==> config.mk <==
export PLATFORM = sky130hd
export DESIGN_NAME = ds_se_receiver
export DESIGN_NICKNAME = d
export VERILOG_FILES = /design/src/rtl/ds_se_receiver_pkg.sv /design/src/rtl/ds_sync_bit.sv /design/src/rtl/ds_se_receiver.sv
export SDC_FILE = /design/constraint.sdc
export NUM_CORES = 1
export LEC_CHECK = 0
export CORE_AREA = 2 2 39 41
export CTS_CLUSTER_SIZE = 10
export DETAILED_ROUTE_END_ITERATION = 12
export DIE_AREA = 0 0 41 43
export PLACE_DENSITY = 0.6
export SLEW_MARGIN = 10
export SYNTH_ARGS = -nofsm -noshare
export SYNTH_HDL_FRONTEND = slang
export SYNTH_HIERARCHICAL = 1
export SYNTH_SLANG_ARGS = --single-unit
==> constraint.sdc <==
create_clock -name rxClk -period 2 [get_ports rxClk]
set_input_delay 0.2 -clock rxClk [delete_from_list [all_inputs] [get_ports rxClk]]
set_output_delay 0.2 -clock rxClk [all_outputs]
set_load 0.005 [all_outputs]
==> src/rtl/ds_se_receiver_pkg.sv <==
// Shared DS link definitions, also used by the transmitter side.
package ds_se_receiver_pkg;

  localparam int DS_SYNC_STAGES_DEFAULT = 2;

  // Two recovered bits: [0] earlier, [1] later.
  typedef logic [1:0] dibit_t;

endpackage

==> src/rtl/ds_sync_bit.sv <==
// N-stage resettable synchroniser for one asynchronous input.
module ds_sync_bit #(
  parameter int N = 2
) (
  input  logic clk,
  input  logic rst_n,
  input  logic din,
  output logic dout
);

  logic [N-1:0] q;

  // Shift the raw input through the chain; the last stage is safe to use.
  always_ff @(posedge clk or negedge rst_n) begin
    if (!rst_n) q <= '0;
    else        q <= {q[N-2:0], din};
  end

  assign dout = q[N-1];

endmodule

==> src/rtl/ds_se_receiver.sv <==
// Single-ended DS receiver front end: synchronise d/s, recover one bit per
// line transition and emit aligned bit pairs with parity.
module ds_se_receiver
  import ds_se_receiver_pkg::*;
#(
  parameter int SYNC_STAGES = DS_SYNC_STAGES_DEFAULT
) (
  input  logic       rxClk,
  input  logic       rxReset_n,
  input  logic       d,
  input  logic       s,
  output logic [1:0] dq,
  output logic       dqValid,
  output logic       dqParity
);

  logic   ds_s, ss_s;
  logic   ph, phq, evt;
  logic   h, first;
  dibit_t dq_r;

  ds_sync_bit #(.N(SYNC_STAGES)) u_sync_d (
    .clk(rxClk), .rst_n(rxReset_n), .din(d), .dout(ds_s)
  );

  ds_sync_bit #(.N(SYNC_STAGES)) u_sync_s (
    .clk(rxClk), .rst_n(rxReset_n), .din(s), .dout(ss_s)
  );

  // A phase flip marks one bit; a simultaneous d/s change keeps the phase
  // and is therefore silently dropped.
  assign ph  = ds_s ^ ss_s;
  assign evt = ph ^ phq;

  // Phase tracking and pair assembly; alignment comes only from reset.
  always_ff @(posedge rxClk or negedge rxReset_n) begin
    if (!rxReset_n) begin
      phq      <= 1'b0;
      h        <= 1'b0;
      first    <= 1'b0;
      dq_r     <= 2'b00;
      dqValid  <= 1'b0;
      dqParity <= 1'b0;
    end else begin
      phq     <= ph;
      dqValid <= 1'b0;
      if (evt) begin
        if (!h) begin
          first <= ds_s;
          h     <= 1'b1;
        end else begin
          dq_r     <= {ds_s, first};
          dqParity <= ds_s ^ first;
          dqValid  <= 1'b1;
          h        <= 1'b0;
        end
      end
    end
  end

  assign dq = dq_r;

endmodule

==> run metrics <==
Static Leak 0.234 nW; final setup violation count 0; horizontal die dimension 41 um; path class of the lowest-slack min-delay path input port to asynchronous set/reset pin; aggregate global-route resource usage 0.0937; Worst Skew 5.50 ps; buffer type at the clock tree root clkbuf_4; Critical Path Fanout Max 5; #FFs+latches synth 11; sequential element share of the synthesized area 0.643; classification of the worst setup path flip-flop to flip-flop; Layout area overhead 27.2%; critical path capture point type flip-flop; Critical Path Start Type flip-flop; signal arrival time at the worst endpoint 1640 ps; clock tree from TritonCTS yes; slowest stage delay, CP 430 ps; Avg Vias per Cell 4.51; Synthesized Nets 40; worst vdd rail ir drop 0.000545 V; detailed router's first-iteration violation count 0; TritonCTS buffer count 3; power density over cell area 1300 nW/um2; routed length per placed instance 10.3 um; post-CTS repair timing setup buffer count 0; placement-stage cell area 518 um2; wire length reported by the detailed router 650 um; TNS Setup 0 ps; cell area after technology mapping 428 um2; portion of the clock cycle consumed by the worst path in the final layout 0.746; final critical path time including I/O delays and setup 1490 ps; share of cells above drive strength 1 0.128; Synth Area in Compound Gates 0.129; run status completed; GR Overflow Total 0; portion of netlist area occupied by mux cells 0.0351; Max Root-Sink Buffers 2; Vias 284; floorplan core area 1380 um2; first-pass GRT wire length 1000 um; number of top-level design ports 8; number of antenna violations at the first check in global routing 0; H-tree lvl count 1; via count of the first global-routing pass 236; number of maximum-capacitance violations 0; quantity of I/O buffers inserted on ports 7; most frequent CP cell xor2_1; chain of cells forming the critical path xor2_1 > xor2_1 > and2_4 > mux2_4; post-synthesis cell type count 11; combinational family with the most area after synthesis compound AO/OA/AOI/OAI gates; Highest Clock Rate 0.670 GHz; share of the synthesized netlist area taken by xor and xnor gates 0.102; average instance area after synthesis 11.9 um2; largest area contributor in the netlist dfrtp_1; final HPWL from detailed placement 468 um; most common library cell in the layout ignoring fill and taps dfrtp_1; count of endpoints failing hold in the final timing report 0; number of buffers added to fix hold violations after cts 0; Total Nets Final 52; area of the die 1760 um2; post-cts gate resize count 0; number of nets with antenna violations after routing 0; starting utilization of the core area 0.309; post-route cell area 544 um2; Synthesis Warnings 6; unrepaired setup endpoints after global routing no; Post-Synthesis Cells 36; Remaining DRCs 0; maximum number of pins on one net before global-route repair 12; worst relative slew slack 0.683; std cell rows 14; later-pin clock latency in the skew report 260 ps; total number of clock tree sinks 11; required time reported for the critical path endpoint 2150 ps; flop-to-flop setup slack 510 ps; first drt pass iteration count 1; slowest library cell on the worst path dfrtp_1; top cell type's share of synthesized area 0.643; final weighted congestion of routability-driven global placement 0.632; clock transition at the register clock pins on the worst setup and hold paths after CTS 70 ps; post-synthesis simple-gate area fraction 0.0819; leading cell types in the layout, fill and taps excluded 11 x dfrtp_1, 7 x clkdlybuf4s50_1, 6 x o21ai_0; cell types with the largest area share after synthesis dfrtp_1 64%, o21ai_0 7.0%, xor2_1 6.1%, nor2_1 4.4%, xnor2_1 4.1%; worst slew pin tran 474 ps; max-slew violations 0; Ant. Diodes 0; Synth Area in Adders 0; die height 43 um
## path summary, 6_finish.rpt
path	startpoint	endpoint	cells past startpoint
setup / recovery	u_sync_d/q[1]	dq[0]	4
hold / removal	rxReset_n	h	1
setup reg to reg	u_sync_d/q[1]	dq[0]	4
hold reg to reg	u_sync_d/q[0]	u_sync_d/q[1]	0
max in group asynchronous	rxReset_n	u_sync_d/q[0]	1
min in group rxClk	u_sync_d/q[0]	u_sync_d/q[1]	0
## per-stage QoR
| stage | hold slack, ps | setup WS [ps] | total power, mW | instances | utilization |
|---|---|---|---|---|---|
| finish | 259 | 509 | 0.709 | 63 | 0.393 |
| global route | 284 | 433 | 0.768 | 63 | 0.393 |
| CTS | 273 | 488 | 0.720 | 63 | 0.393 |
| detailed placement | 336 | 506 | 0.568 | 59 | 0.374 |
| global placement | 333 | 516 | 0.560 | 59 | 0.374 |
| floorplan | -95.6 | 602 | 0.465 | 36 | - |
## final cells by class
type                       instances  area [um2]
fill                             140         840
timing repair buffer               7        70.1
inverter                           1        3.75
tap                               16        20.0
clock buffer                       4        26.3
multi-input combinational         24         149
sequential                        11         275
## critical path: cells and delay by family (launching register included)
kind / cells / cell delay [ps]
AND/OR/NAND/NOR: 1 / 190
flip-flops: 1 / 430
XOR/XNOR: 2 / 480
multiplexers: 1 / 290
## logic make-up (layout without fill, tap and decap cells)
group / after synthesis / in the layout
AOI/OAI and AO/OA: 10 / 10
DFF: 11 / 11
xor gates and xnor gates: 5 / 5
muxes: 1 / 1
buffers and inverters: 1 / 12
and+or+nand+nor: 8 / 8
## metal layers
metal  share of wire  routed length, um  up-vias  track usage
met1            0.42                272      131        0.101
li1                -                  -      143            -
met5               0                  0        -            0
met3           0.086                 56        0       0.0942
met2            0.50                322       10        0.119
met4               0                  0        0       0.0400
## synth_stat cells
library cell  instances
inv_1                 1
nand2_1               2
a21oi_1               3
nor2_1                5
a211o_2               1
o21ai_0               6
mux2_4                1
xor2_1                3
and2_4                1
xnor2_1               2
dfrtp_1              11
## state kept, by name, summed over array words and instances, names as in the netlist
signal      flops
first           1
u_sync_s/q      2
dqValid         1
u_sync_d/q      2
h               1
phq             1
dq              2
dqParity        1
## where the power goes
part	internal (mW)	switching, mW
Clock	0.0770	0.0662
Combinational	0.136	0.0833
Sequential	0.283	0.0632
Total	0.496	0.213
(Power assumes the default switching activity.)
